<file path="src/rtl/pipeline_sequencer_if.sv">
// Handshake bundle between the 4-stage pipeline and its stall/flush sequencer.
// The master side is the pipeline/hazard logic. The slave side is the sequencer.
interface pipeline_sequencer_if #(
   parameter int CNT_W = 16
);
   logic             stall_in;
   logic             branch_taken;
   logic             muldiv_issue;
   logic             halt_req;
   logic             resume;
   logic             cnt_clr;
   logic             pc_en;
   logic             s1_en;
   logic             s2_en;
   logic             s3_en;
   logic             s1_flush;
   logic             s2_bubble;
   logic             muldiv_busy;
   logic             halted;
   logic [CNT_W-1:0] stall_cycles;

   modport master (
      output stall_in, branch_taken, muldiv_issue, halt_req, resume, cnt_clr,
      input  pc_en, s1_en, s2_en, s3_en, s1_flush, s2_bubble,
      input  muldiv_busy, halted, stall_cycles
   );

   modport slave (
      input  stall_in, branch_taken, muldiv_issue, halt_req, resume, cnt_clr,
      output pc_en, s1_en, s2_en, s3_en, s1_flush, s2_bubble,
      output muldiv_busy, halted, stall_cycles
   );
endinterface

</file>
<file path="src/rtl/pipeline_sequencer.sv">
// Central stall/flush sequencer: Mealy stage controls in RUN, fixed-length MULT/DIV
// freeze, HALT with external resume, and a saturating stall-cycle counter.
module pipeline_sequencer #(
   parameter int MULDIV_CYCLES = 16,
   parameter int CNT_W         = 16
) (
   input  logic                 clk,
   input  logic                 rst_n,
   pipeline_sequencer_if.slave  seq_if
);

   typedef enum logic [1:0] {
      ST_RUN    = 2'b00,
      ST_MULDIV = 2'b01,
      ST_HALT   = 2'b10
   } state_e;

   localparam logic [7:0] CNT_LOAD = 8'(MULDIV_CYCLES - 1);

   state_e           state_q, state_d;
   logic [7:0]       cnt_q, cnt_d;
   logic             halt_pend_q, halt_pend_d;
   logic [CNT_W-1:0] stall_cycles_q, stall_cycles_d;

   logic pc_en_s, s1_en_s, s2_en_s, s3_en_s;
   logic s1_flush_s, s2_bubble_s, muldiv_busy_s, halted_s;

   function automatic logic [CNT_W-1:0] sat_inc(input logic [CNT_W-1:0] v);
      logic [CNT_W-1:0] r;
      if (&v) begin
         r = v;
      end else begin
         r = v + {{(CNT_W-1){1'b0}}, 1'b1};
      end
      return r;
   endfunction

   // Next-state and Mealy stage-control decode
   always_comb begin
      state_d       = state_q;
      cnt_d         = cnt_q;
      halt_pend_d   = halt_pend_q;
      pc_en_s       = 1'b0;
      s1_en_s       = 1'b0;
      s2_en_s       = 1'b0;
      s3_en_s       = 1'b0;
      s1_flush_s    = 1'b0;
      s2_bubble_s   = 1'b0;
      muldiv_busy_s = 1'b0;
      halted_s      = 1'b0;

      case (state_q)
         ST_RUN: begin
            if (seq_if.halt_req) begin
               s1_flush_s = 1'b1;
               state_d    = ST_HALT;
            end else if (seq_if.branch_taken) begin
               // Branch beats a same-cycle load-use stall: no bubble, wrong-path fetch flushed
               pc_en_s    = 1'b1;
               s1_en_s    = 1'b1;
               s2_en_s    = 1'b1;
               s3_en_s    = 1'b1;
               s1_flush_s = 1'b1;
            end else if (seq_if.muldiv_issue) begin
               pc_en_s = 1'b1;
               s1_en_s = 1'b1;
               s2_en_s = 1'b1;
               s3_en_s = 1'b1;
               cnt_d   = CNT_LOAD;
               state_d = ST_MULDIV;
            end else if (seq_if.stall_in) begin
               s2_en_s     = 1'b1;
               s3_en_s     = 1'b1;
               s2_bubble_s = 1'b1;
            end else begin
               pc_en_s = 1'b1;
               s1_en_s = 1'b1;
               s2_en_s = 1'b1;
               s3_en_s = 1'b1;
            end
         end

         ST_MULDIV: begin
            muldiv_busy_s = 1'b1;
            if (cnt_q == 8'd0) begin
               halt_pend_d = 1'b0;
               if (halt_pend_q || seq_if.halt_req) begin
                  state_d = ST_HALT;
               end else begin
                  state_d = ST_RUN;
               end
            end else begin
               cnt_d       = cnt_q - 8'd1;
               halt_pend_d = halt_pend_q | seq_if.halt_req;
            end
         end

         ST_HALT: begin
            halted_s = 1'b1;
            if (seq_if.resume) begin
               state_d = ST_RUN;
            end else begin
               state_d = ST_HALT;
            end
         end

         default: begin
            state_d     = ST_RUN;
            cnt_d       = 8'd0;
            halt_pend_d = 1'b0;
         end
      endcase
   end

   // Stall-cycle counter next value; clear has priority over a counted cycle
   always_comb begin
      if (seq_if.cnt_clr) begin
         stall_cycles_d = {CNT_W{1'b0}};
      end else if (!pc_en_s && (state_q != ST_HALT)) begin
         stall_cycles_d = sat_inc(stall_cycles_q);
      end else begin
         stall_cycles_d = stall_cycles_q;
      end
   end

   // Sequencer state, freeze counter, deferred halt and performance counter
   always_ff @(posedge clk or negedge rst_n) begin
      if (!rst_n) begin
         state_q        <= ST_RUN;
         cnt_q          <= 8'd0;
         halt_pend_q    <= 1'b0;
         stall_cycles_q <= {CNT_W{1'b0}};
      end else begin
         state_q        <= state_d;
         cnt_q          <= cnt_d;
         halt_pend_q    <= halt_pend_d;
         stall_cycles_q <= stall_cycles_d;
      end
   end

   // Controls are gated by rst_n so the pipeline is frozen as soon as reset asserts
   assign seq_if.pc_en        = pc_en_s       & rst_n;
   assign seq_if.s1_en        = s1_en_s       & rst_n;
   assign seq_if.s2_en        = s2_en_s       & rst_n;
   assign seq_if.s3_en        = s3_en_s       & rst_n;
   assign seq_if.s1_flush     = s1_flush_s    & rst_n;
   assign seq_if.s2_bubble    = s2_bubble_s   & rst_n;
   assign seq_if.muldiv_busy  = muldiv_busy_s & rst_n;
   assign seq_if.halted       = halted_s      & rst_n;
   assign seq_if.stall_cycles = stall_cycles_q;

endmodule

</file>
<file path="src/flat_wrapper.sv">
// flat-port wrapper written by rule: the top's interface ports become plain ports
module pipeline_sequencer_flat 
#(
   parameter int MULDIV_CYCLES = 16,
   parameter int CNT_W         = 16
)
  (clk, rst_n, seq_if_stall_in, seq_if_branch_taken, seq_if_muldiv_issue, seq_if_halt_req, seq_if_resume, seq_if_cnt_clr, seq_if_pc_en, seq_if_s1_en, seq_if_s2_en, seq_if_s3_en, seq_if_s1_flush, seq_if_s2_bubble, seq_if_muldiv_busy, seq_if_halted, seq_if_stall_cycles);
  pipeline_sequencer_if #(.CNT_W(CNT_W)) seq_if_i ();
  input  logic clk;
  input  logic rst_n;
  input wire logic [$bits(seq_if_i.stall_in)-1:0] seq_if_stall_in;
  input wire logic [$bits(seq_if_i.branch_taken)-1:0] seq_if_branch_taken;
  input wire logic [$bits(seq_if_i.muldiv_issue)-1:0] seq_if_muldiv_issue;
  input wire logic [$bits(seq_if_i.halt_req)-1:0] seq_if_halt_req;
  input wire logic [$bits(seq_if_i.resume)-1:0] seq_if_resume;
  input wire logic [$bits(seq_if_i.cnt_clr)-1:0] seq_if_cnt_clr;
  output wire logic [$bits(seq_if_i.pc_en)-1:0] seq_if_pc_en;
  output wire logic [$bits(seq_if_i.s1_en)-1:0] seq_if_s1_en;
  output wire logic [$bits(seq_if_i.s2_en)-1:0] seq_if_s2_en;
  output wire logic [$bits(seq_if_i.s3_en)-1:0] seq_if_s3_en;
  output wire logic [$bits(seq_if_i.s1_flush)-1:0] seq_if_s1_flush;
  output wire logic [$bits(seq_if_i.s2_bubble)-1:0] seq_if_s2_bubble;
  output wire logic [$bits(seq_if_i.muldiv_busy)-1:0] seq_if_muldiv_busy;
  output wire logic [$bits(seq_if_i.halted)-1:0] seq_if_halted;
  output wire logic [$bits(seq_if_i.stall_cycles)-1:0] seq_if_stall_cycles;
  assign seq_if_i.stall_in = seq_if_stall_in;
  assign seq_if_i.branch_taken = seq_if_branch_taken;
  assign seq_if_i.muldiv_issue = seq_if_muldiv_issue;
  assign seq_if_i.halt_req = seq_if_halt_req;
  assign seq_if_i.resume = seq_if_resume;
  assign seq_if_i.cnt_clr = seq_if_cnt_clr;
  assign seq_if_pc_en = seq_if_i.pc_en;
  assign seq_if_s1_en = seq_if_i.s1_en;
  assign seq_if_s2_en = seq_if_i.s2_en;
  assign seq_if_s3_en = seq_if_i.s3_en;
  assign seq_if_s1_flush = seq_if_i.s1_flush;
  assign seq_if_s2_bubble = seq_if_i.s2_bubble;
  assign seq_if_muldiv_busy = seq_if_i.muldiv_busy;
  assign seq_if_halted = seq_if_i.halted;
  assign seq_if_stall_cycles = seq_if_i.stall_cycles;
  pipeline_sequencer #(.MULDIV_CYCLES(MULDIV_CYCLES), .CNT_W(CNT_W)) u_core (.clk(clk), .rst_n(rst_n), .seq_if(seq_if_i));
endmodule
</file>
<file path="config.mk">
export PLATFORM = sky130hd
export DESIGN_NAME = pipeline_sequencer_flat
export DESIGN_NICKNAME = d
export VERILOG_FILES = /design/src/rtl/pipeline_sequencer_if.sv /design/src/rtl/pipeline_sequencer.sv /design/src/flat_wrapper.sv
export SDC_FILE = /design/constraint.sdc
export NUM_CORES = 1
export LEC_CHECK = 0
export ABC_CLOCK_PERIOD_IN_PS = 3700
export CAP_MARGIN = 20
export CORE_ASPECT_RATIO = 1.1
export CORE_MARGIN = 1.5
export CORE_UTILIZATION = 30
export CTS_BUF_LIST = sky130_fd_sc_hd__clkbuf_16
export CTS_CLUSTER_SIZE = 12
export DETAILED_ROUTE_END_ITERATION = 8
export SYNTH_ARGS = -nofsm -noshare
export SYNTH_HDL_FRONTEND = slang
export SYNTH_SLANG_ARGS = --single-unit
</file>
<file path="constraint.sdc">
create_clock -name clk -period 3.7 [get_ports clk]
set_clock_uncertainty 0.15 [all_clocks]
set_input_delay 0.74 -clock clk [delete_from_list [all_inputs] [get_ports clk]]
set_output_delay 0.74 -clock clk [all_outputs]
set_load 0.02 [all_outputs]
</file>
==> results.md, run 1 <==
| Parameter | Reported |
| --- | --- |
| Status | complete, no violations |
| Syn-to-layout area delta | 27.1% |
| Setup fix buffers added after clock tree synthesis | 0 |
| CTS tree | yes |
| First-pass GRT wire length | 6.58 mm |
| Transition time at the pin with the least slew margin | 805 ps |
| Cells after synthesis | 184 |
| Post-synth EDFFs | 0 |
| Number of antenna violations at the first check in global routing | 0 |
| Post-synth top area share | 39.3% |
| Area of the core | 0.00547 mm^2 |
| Worst path required time | 2810 ps |
| Sum of routed wire length over all layers | 3.99 mm |
| Distinct cell type count of the synthesized netlist | 45 |
| Mux contribution to synthesized area | 4.51% |
| Area fraction in compound gates after synthesis | 19.9% |
| Total gr overflow | 0 |
| Dominant combinational cell family by area after synthesis | simple AND/OR/NAND/NOR gates |
| Min-Delay Path Class | register to register |
| Num rows | 28 |
| Top Ports | 32 |
| Met1 track utilization from global routing | 18.3% |
| Post-synthesis async set-or-reset flop share | 100% |
| Library cell with the largest summed area after synthesis | sky130_fd_sc_hd__dfrtp_1 |
| Critical path capture point type | output port |
| Die Outline Area | 0.00620 mm^2 |
| Buffer type at the clock tree root | sky130_fd_sc_hd__clkbuf_16 |
| Port Buffers | 31 |
| Mean cell area of the mapped netlist | 9.35 um^2 |
| Critical path startpoint category | primary input |
| Vias after detailed routing | 1,531 |
| Total GRT Usage | 13.6% |
| Vias in the first global route | 1,402 |
| Post-synthesis share of cell area spent on and, or, nand and nor gates | 29.9% |
| Sum Neg Setup Slack | 0 ps |
| # clock sinks | 27 |
| N_diodes | 0 |
| Post-synthesis share of cell area spent on full adders, half adders and majority gates | 2.18% |
| Top cells by area in the synthesized netlist | sky130_fd_sc_hd__dfrtp_1 (39%), sky130_fd_sc_hd__a21oi_1 (5.8%), sky130_fd_sc_hd__o31ai_1 (3.9%) |
| Final critical delay including setup and external delays | 3400 ps |
| Peak-usage layer in the global routing report | met2 |
| Overall die width | 75.2 um |
| Top flip-flop cell by instance count after synthesis | sky130_fd_sc_hd__dfrtp_1 |
| Post-Synthesis Net Count | 195 |
| Cell area power density | 462 mW/mm^2 |
| Max capacitance violation total | 0 |
| Final Power | 1010 uW |
| Clock transition at path regs | 70 ps |
| Routed wirelength normalized by instance count | 13.8 um |
| Final number of max-transition violations | 0 |
| Number of clock buffers inserted by TritonCTS | 3 |
| Placed wire-length estimate | 2.81 mm |
| Yosys warns | 0 |
| Total of hold buffers inserted after clock tree synthesis | 0 |
| Net total in the final layout | 226 |
| Post-route ant nets | 0 |
| Unrepaired setup endpoints after global routing | no |
| Share of the clock period used by the worst path | 91.9% |
| Die Ht | 82.4 um |
| Initial Utilization | 31.5% |
| Critical Setup Path Class | primary input to output port |
| Clock tree buffer depth | 2 |
| Pre-CTS setup slack | 272 ps |
| First DRT Iteration DRCs | 84 |
| Final hold violations | 0 |
| PnR worst setup slack | 299 ps |
| Maximum resistive drop on vdd | 0.404 mV |
| Largest fanout on the critical path | 3 |
| Max-Slew Margin vs Limit | 46.0% |
| Largest net degree at the start of global routing | 29 |
| Static leakage | 0.000814 uW |
| Gpl congestion | 0.793 |
| Xor/xnor cell area share of the yosys netlist | 0% |
| Vias per inst | 5.30 |
| Synth Cell Area | 0.00172 mm^2 |
| Synthesized flop and latch total | 27 |
| Skew-Pair Late Insertion Delay | 270 ps |
| CTS HTree Levels | 1 |
| GR met3 Demand/Resource | 2.91% |
| CTS resizes | 0 |
| Met2 GRT Util | 22.2% |
| Fraction of final layout cells sized beyond drive strength 1 | 10.7% |
| DRC violations left | 0 |
| Drt first pass iters | 4 |
| Arrival time reported for the critical path endpoint | 2510 ps |
| Max Clock Freq | 0.294 GHz |
| Count of endpoints failing setup in the final report | 0 |
| Sequential area share after synthesis | 39.3% |
cells in the final DEF (no fill, tap or decap), types with 4 or more instances in the layout:
cell and instances:
sky130_fd_sc_hd__clkdlybuf4s50_1 31, sky130_fd_sc_hd__dfrtp_1 27, sky130_fd_sc_hd__a21oi_1 20, sky130_fd_sc_hd__nor2_1 16
sky130_fd_sc_hd__o31ai_1 9, sky130_fd_sc_hd__nor2b_1 8, sky130_fd_sc_hd__nand3_1 8, sky130_fd_sc_hd__o21ai_0 7
sky130_fd_sc_hd__or4_1 7, sky130_fd_sc_hd__inv_1 6, sky130_fd_sc_hd__or3_1 6, sky130_fd_sc_hd__mux2_2 6
sky130_fd_sc_hd__nand4_1 5, sky130_fd_sc_hd__nor3_1 4, sky130_fd_sc_hd__nand2_1 4, sky130_fd_sc_hd__buf_4 4
synth_stat cells, drive strengths merged (3+ instances only):
master,number
nor2,16
nand3,8
a21oi,20
inv,6
nor3,5
clkbuf,4
o21ai,7
ha,3
and2,3
or4,8
nand4,5
nor4,4
o31ai,9
or3,6
buf,5
dfrtp,27
nand2,4
mux2,6
nor2b,8
nor4b,3
cells by family after synthesis:
family,Yosys count
AND/OR/NAND/NOR,80
AO/OA/AOI/OAI,52
flip-flops,27
buffers and inverters,15
multiplexers,7
adder cells (fa/ha/maj),3
per-layer routing:
| metal | routed length (um) | vias to the layer above |
|---|---|---|
| met5 | 0 | - |
| met1 | 1870 | 731 |
| met4 | 27 | 0 |
| li1 | - | 757 |
| met2 | 1910 | 39 |
| met3 | 187 | 4 |
path summary, 6_finish.rpt:
check                                                     startpoint                                        end  slack [ps]  cells past startpoint
max reg2reg                u_core.seq_if.stall_cycles[0]$_DFFE_PN0P_  u_core.seq_if.stall_cycles[8]$_DFFE_PN0P_        1280                      5
min                                   u_core.halt_pend_q$_DFFE_PN0N_             u_core.halt_pend_q$_DFFE_PN0N_         360                      2
max                                                            rst_n                               seq_if_s1_en         300                      5
max in group asynchronous                                      rst_n              u_core.state_q[0]$_DFFE_PN0P_        2320                      2
min in group asynchronous                                      rst_n  u_core.seq_if.stall_cycles[8]$_DFFE_PN0P_         800                      2
min reg2reg                           u_core.halt_pend_q$_DFFE_PN0N_             u_core.halt_pend_q$_DFFE_PN0N_         360                      2
final cells by class:
class / instances / area, um^2
fillers: 584 / 3280
repair buffers: 35 / 340
inverters: 6 / 22.5
clock inverters: 1 / 7.51
multi-input cells: 142 / 972
clock buffers: 3 / 75.1
flip-flops and latches: 27 / 676
well taps: 75 / 93.8
critical path, stage by stage:
cell                              delay [ps]
sky130_fd_sc_hd__clkdlybuf4s50_1         530
sky130_fd_sc_hd__nand2b_1                130
sky130_fd_sc_hd__nor3_1                  200
sky130_fd_sc_hd__a21boi_0                260
sky130_fd_sc_hd__clkdlybuf4s50_1         650
where the power goes:
part	switching [uW]	internal (uW)	total, uW	leakage, uW
clock	110	147	257	0.0000371
sequential	66.5	337	404	0.000357
combinational	192	157	349	0.000420
total	368	642	1010	0.000814
registers in the layout (all words and copies together) (netlist names):
name,count
u_core.cnt_q,8
u_core.halt_pend_q,1
u_core.state_q,2
u_core.seq_if.stall_cycles,16
through the flow:
step | util, % | instances | hold slack, ps | instance area [um^2]
finish | 40.0 | 289 | 356 | 2190
global route | 40.0 | 289 | 399 | 2190
CTS | 40.0 | 289 | 366 | 2190
detailed placement | 38.5 | 285 | 350 | 2100
global placement | 38.5 | 285 | 334 | 2100
floorplan | - | 184 | 294 | 1720
(Power assumes the default switching activity.)
==> inputs of run 2 (changes only) <==
CORE_ASPECT_RATIO = unset   (was 1.1)
==> run 2 against run 1 <==
  * Register-to-register slack improved by 70 ps
  * Critical path depth unchanged
  * Sequential power barely moved
  * Global-route usage down 0.32 points
  * Die area about the same
  * Via count rose by 0.20%
  * Critical path type unchanged
  * Largest cell class unchanged
  * Highest routed layer unchanged
==> results.md, run 2 (synthesis gave the netlist of run 1 again) <==
| Parameter | Reported | Delta |
| --- | --- | --- |
| Pre-CTS setup slack | 242 ps | -30.5 ps |
| Drt first pass iters | 4 | unchanged |
| Initial Utilization | 31.2% | -0.24 points |
| Clock transition at path regs | 70 ps | about the same |
| Worst-path cell with the longest stage delay | sky130_fd_sc_hd__clkdlybuf4s50_1 |  |
| Share of the clock period used by the worst path | 93.2% | +1.3 points |
| Most Frequent Cell on Critical Path | sky130_fd_sc_hd__clkdlybuf4s50_1 |  |
| Min-Delay Path Class | register to register |  |
| Die Outline Area | 0.00620 mm^2 | about the same |
| Gpl congestion | 0.762 | -3.9% |
| Port Buffers | 31 | unchanged |
| DRC violations left | 0 | unchanged |
| Clock tree buffer depth | 2 | unchanged |
| Setup fix buffers added after clock tree synthesis | 0 | unchanged |
| Total of hold buffers inserted after clock tree synthesis | 0 | unchanged |
| Placed wire-length estimate | 2.87 mm | +2.1% |
| Met1 track utilization from global routing | 17.7% | -0.61 points |
| Largest fanout on the critical path | 3 | unchanged |
| Max-Slew Margin vs Limit | 46.9% | +0.95 points |
| Flip-flop count of the largest register after layout | 16 | unchanged |
| First DRT Iteration DRCs | 52 | -38% |
| Most common library cell in the layout ignoring fill and taps | sky130_fd_sc_hd__clkdlybuf4s50_1 |  |
| Final hold violations | 0 | unchanged |
| Syn-to-layout area delta | 26.9% |  |
| Buffer type at the clock tree root | sky130_fd_sc_hd__clkbuf_16 |  |
| Sum of routed wire length over all layers | 3.98 mm | -0.38% |
| Net total in the final layout | 226 | unchanged |
| Top Ports | 32 | unchanged |
| Skew-Pair Late Insertion Delay | 270 ps | about the same |
| Status | complete, no violations |  |
| Dpl cell area | 0.00210 mm^2 | -0.18% |
| Number of clock buffers inserted by TritonCTS | 3 | unchanged |
| Unrepaired setup endpoints after global routing | no |  |
| First-pass GRT wire length | 6.69 mm | +1.6% |
| Critical path capture point type | output port |  |
| Area of the core | 0.00551 mm^2 | +0.76% |
| Post-route ant nets | 0 | unchanged |
| Worst path required time | 2810 ps | about the same |
| Post-route worst hold slack | 354 ps | -2.43 ps |
| Peak-usage layer in the global routing report | met2 |  |
| Total GRT Usage | 13.3% | -0.32 points |
| Met2 GRT Util | 22.9% | +0.72 points |
| CTS HTree Levels | 1 | unchanged |
| Sum Neg Setup Slack | 0 ps | unchanged |
| Total gr overflow | 0 | unchanged |
| Critical path startpoint category | primary input |  |
| Vias in the first global route | 1,418 | +1.1% |
| Routed wirelength normalized by instance count | 13.9 um | +0.67% |
| Max capacitance violation total | 0 | unchanged |
| PnR worst setup slack | 253 ps | -46.6 ps |
| Cell area power density | 459 mW/mm^2 | -0.57% |
| Number of antenna violations at the first check in global routing | 0 | unchanged |
| Largest net degree at the start of global routing | 28 | -3.4% |
| Fraction of final layout cells sized beyond drive strength 1 | 10.7% | unchanged |
| # clock sinks | 27 | unchanged |
| Count of endpoints failing setup in the final report | 0 | unchanged |
| Num rows | 27 | -3.6% |
| Die Ht | 78.7 um | -4.5% |
| Max Clock Freq | 0.290 GHz | -1.4% |
| Final critical delay including setup and external delays | 3450 ps | +46.6 ps |
| Transition time at the pin with the least slew margin | 794 ps | -10.7 ps |
| Critical Setup Path Class | primary input to output port |  |
| Family with the most delay on the worst path | buffers and inverters |  |
| Peak per-stage delay on the critical path | 670 ps | +20 ps |
| GR met3 Demand/Resource | 2.53% | -0.38 points |
| Final std cell area, no fill | 0.00218 mm^2 | -0.17% |
| Maximum resistive drop on vdd | 0.198 mV | -51% |
| Arrival time reported for the critical path endpoint | 2560 ps | +50 ps |
| Overall die width | 78.7 um | +4.7% |
| Most frequent cells in the layout | sky130_fd_sc_hd__clkdlybuf4s50_1 (31), sky130_fd_sc_hd__dfrtp_1 (27), sky130_fd_sc_hd__a21oi_1 (20) |  |
| CTS resizes | 0 | unchanged |
| Crit path buffers/inverters | 2 | unchanged |
| Final number of max-transition violations | 0 | unchanged |
| N_diodes | 0 | unchanged |
| CTS tree | yes |  |
| Worst path cell trace | clkdlybuf4s50_1 > nand2b_1 > nor3_1 > a21boi_0 > clkdlybuf4s50_1 |  |
| Fill cell count | 539 | -7.7% |
| Vias per inst | 5.36 | +1.2% |
| Vias after detailed routing | 1,534 | +0.20% |
| Static leakage | 0.000814 uW | unchanged |
run 2: cell counts in the layout (fill, tap and decap cells not counted):
No cell type changed its count.
run 2: cell type report:
class,instances,area (um^2),area share (%)
multi-input combinational,142,972,44.5
sequential,27,676,30.9
timing repair buffer,35,340,15.6
tap,72,90.1,4.13
clock buffer,3,75.1,3.44
inverter,6,22.5,1.03
clock inverter,1,7.51,0.344
run 2: worst paths after layout:
check                                                          start                                        end  slack [ps]  depth (start not counted)
max                                                            rst_n                               seq_if_pc_en         250                          5
min                                   u_core.halt_pend_q$_DFFE_PN0N_             u_core.halt_pend_q$_DFFE_PN0N_         350                          2
max reg2reg                u_core.seq_if.stall_cycles[0]$_DFFE_PN0P_  u_core.seq_if.stall_cycles[8]$_DFFE_PN0P_        1350                          5
min reg2reg                           u_core.halt_pend_q$_DFFE_PN0N_             u_core.halt_pend_q$_DFFE_PN0N_         350                          2
max in group asynchronous                                      rst_n                u_core.cnt_q[1]$_DFFE_PN0P_        2210                          3
min in group asynchronous                                      rst_n                u_core.cnt_q[2]$_DFFE_PN0P_         920                          3
run 2: power by group:
group / switching, uW / internal (uW)
clock network: 107 / 147
registers: 63.5 / 337
logic: 191 / 157
total: 361 / 641
run 2: stage by stage:
step	util (%)	power [uW]	instances
after floorplan	-	651	184
after global placement	38.2	752	282
after detailed placement	38.2	758	282
after CTS	39.7	1020	286
after global routing	39.7	1070	286
final	39.7	1000	286
run 2: worst min-delay path, stage by stage, from the launching register on:
cell and delay (ps):
sky130_fd_sc_hd__dfrtp_1 350, sky130_fd_sc_hd__a21oi_1 40, sky130_fd_sc_hd__nor2_1 80
run 2: layer usage:
metal | wire length [um] | share of wire, %
met1 | 1830 | 46
met2 | 1990 | 50
met3 | 142 | 3.6
met4 | 17 | 0.43
met5 | 0 | 0
==> inputs of run 3 (changes only) <==
PLACE_DENSITY = 0.49   (was unset)
==> run 3 against run 2 <==
  * Setup slack worse by 110 ps
  * Design area down 0.52%
  * Hold slack better by 6.6 ps
  * Sequential power about the same
  * Cell count down 0.35%
  * Register-to-register slack worse by 60 ps
  * Largest power group unchanged
  * Combinational power up 1%
  * Critical path depth unchanged
==> results.md, run 3 (synthesis gave the netlist of run 1 again) <==
| Parameter | Reported | Delta |
| --- | --- | --- |
| CTS resizes | 0 | unchanged |
| Die Outline Area | 0.00620 mm^2 | unchanged |
| Critical path capture point type | output port |  |
| Max Clock Freq | 0.281 GHz | -3.0% |
| Total of hold buffers inserted after clock tree synthesis | 0 | unchanged |
| Area of the core | 0.00551 mm^2 | unchanged |
| # clock sinks | 27 | unchanged |
| Drt first pass iters | 4 | unchanged |
| Overall die width | 78.7 um | unchanged |
| Critical path startpoint category | primary input |  |
| CTS tree | yes |  |
| Post-route worst hold slack | 360 ps | +6.55 ps |
| Count of endpoints failing setup in the final report | 0 | unchanged |
| Number of instances on the worst hold path | 2 | unchanged |
| Arrival time reported for the critical path endpoint | 2670 ps | +110 ps |
| Buffer type at the clock tree root | sky130_fd_sc_hd__clkbuf_16 |  |
| CTS HTree Levels | 1 | unchanged |
| Skew-Pair Late Insertion Delay | 260 ps | about the same |
| Gpl congestion | 0.868 | +14% |
| Max capacitance violation total | 0 | unchanged |
| Setup fix buffers added after clock tree synthesis | 0 | unchanged |
| Max-Slew Margin vs Limit | 46.5% | -0.45 points |
| Flip-flop count of the largest register after layout | 16 | unchanged |
| Vias after detailed routing | 1,569 | +2.3% |
| Critical Setup Path Class | primary input to output port |  |
| Syn-to-layout area delta | 26.3% |  |
| Placed wire-length estimate | 3.12 mm | +9.0% |
| Vias per inst | 5.51 | +2.6% |
| Total GRT Usage | 14.8% | +1.6 points |
| Vias in the first global route | 1,521 | +7.3% |
| Total gr overflow | 0 | unchanged |
| Status | complete, no violations |  |
| Port Buffers | 31 | unchanged |
| Clock transition at path regs | 70 ps | about the same |
| Clock tree buffer depth | 2 | unchanged |
| Fill cell count | 554 | +2.8% |
| Sum Neg Setup Slack | 0 ps | unchanged |
| Final hold violations | 0 | unchanged |
| First-pass GRT wire length | 7.35 mm | +9.9% |
| Unrepaired setup endpoints after global routing | no |  |
| Routed wirelength normalized by instance count | 15.2 um | +9.2% |
| Largest fanout on the critical path | 4 | +1 |
| Min-Delay Path Class | register to register |  |
| Fraction of final layout cells sized beyond drive strength 1 | 9.86% | -0.89 points |
| Num rows | 27 | unchanged |
| Transition time at the pin with the least slew margin | 797 ps | +3.21 ps |
| Net total in the final layout | 225 | -0.44% |
| Number of antenna violations at the first check in global routing | 0 | unchanged |
| Most frequent cells in the layout | sky130_fd_sc_hd__clkdlybuf4s50_1 (31), sky130_fd_sc_hd__dfrtp_1 (27), sky130_fd_sc_hd__a21oi_1 (20) |  |
| Final critical delay including setup and external delays | 3560 ps | +108 ps |
| Final number of max-transition violations | 0 | unchanged |
| Sum of routed wire length over all layers | 4.33 mm | +8.8% |
| Top Ports | 32 | unchanged |
| Largest net degree at the start of global routing | 29 | +3.6% |
| Maximum resistive drop on vdd | 0.250 mV | +27% |
| Post-route ant nets | 0 | unchanged |
| First DRT Iteration DRCs | 83 | +60% |
| Number of clock buffers inserted by TritonCTS | 3 | unchanged |
| Die Ht | 78.7 um | unchanged |
| Share of the clock period used by the worst path | 96.1% | +2.9 points |
| Most common library cell in the layout ignoring fill and taps | sky130_fd_sc_hd__clkdlybuf4s50_1 |  |
| N_diodes | 0 | unchanged |
| Cell area power density | 462 mW/mm^2 | +0.62% |
| Cell count of the worst reg-to-reg path | 4 | -1 |
| Static leakage | 0.000814 uW | about the same |
| DRC violations left | 0 | unchanged |
| Worst path required time | 2810 ps | about the same |
| Initial Utilization | 31.2% | unchanged |
[run 3: stage by stage]
stage / power [uW] / setup WS, ps / area, um^2 / utilization (%) / cells
6_report: 1000 / 145 / 2170 / 39.4 / 285
5_1_grt: 1070 / 13.3 / 2170 / 39.4 / 285
4_1_cts: 1010 / 98.8 / 2170 / 39.4 / 285
3_5_place_dp: 761 / 107 / 2090 / 38.0 / 281
3_3_place_gp: 751 / 208 / 2090 / 38.0 / 281
2_1_floorplan: 651 / 504 / 1720 / - / 184
[run 3: area by class of cell]
cell class,count,area [um^2],share of cell area (%)
clock buffers,3,75.1,3.46
inverters,6,22.5,1.04
multi-input cells,142,972,44.8
flip-flops and latches,27,676,31.1
well taps,72,90.1,4.15
repair buffers,34,333,15.3
clock inverters,1,3.75,0.173
[run 3: per-layer routing]
metal,track usage [%],vias up,part of all wire [%]
met5,0,-,0
met4,5.71,0,1.2
met3,1.72,4,2.6
met2,27.4,27,53
met1,17.4,785,44
li1,-,753,-
[run 3: path summary, 6_finish.rpt]
| check | start | to | slack [ps] |
|---|---|---|---|
| max in group asynchronous | rst_n | u_core.state_q[1]$_DFFE_PN0P_ | 2290 |
| max reg2reg | u_core.state_q[1]$_DFFE_PN0P_ | u_core.seq_if.stall_cycles[8]$_DFFE_PN0P_ | 1290 |
| min reg2reg | u_core.halt_pend_q$_DFFE_PN0N_ | u_core.halt_pend_q$_DFFE_PN0N_ | 360 |
| min | u_core.halt_pend_q$_DFFE_PN0N_ | u_core.halt_pend_q$_DFFE_PN0N_ | 360 |
| max | rst_n | seq_if_s1_en | 140 |
| min in group asynchronous | rst_n | u_core.seq_if.stall_cycles[11]$_DFFE_PN0P_ | 840 |
[run 3: worst max-delay path, stage by stage]
cell and delay, ps:
sky130_fd_sc_hd__clkdlybuf4s50_1 540, sky130_fd_sc_hd__nand2b_1 120, sky130_fd_sc_hd__nor3_1 300, sky130_fd_sc_hd__a21boi_0 290, sky130_fd_sc_hd__clkdlybuf4s50_1 660
[run 3: where the power goes]
part	internal (uW)	switching, uW	total [uW]
Clock	145	103	248
Sequential	337	66.7	404
Combinational	155	197	352
Total	637	366	1000
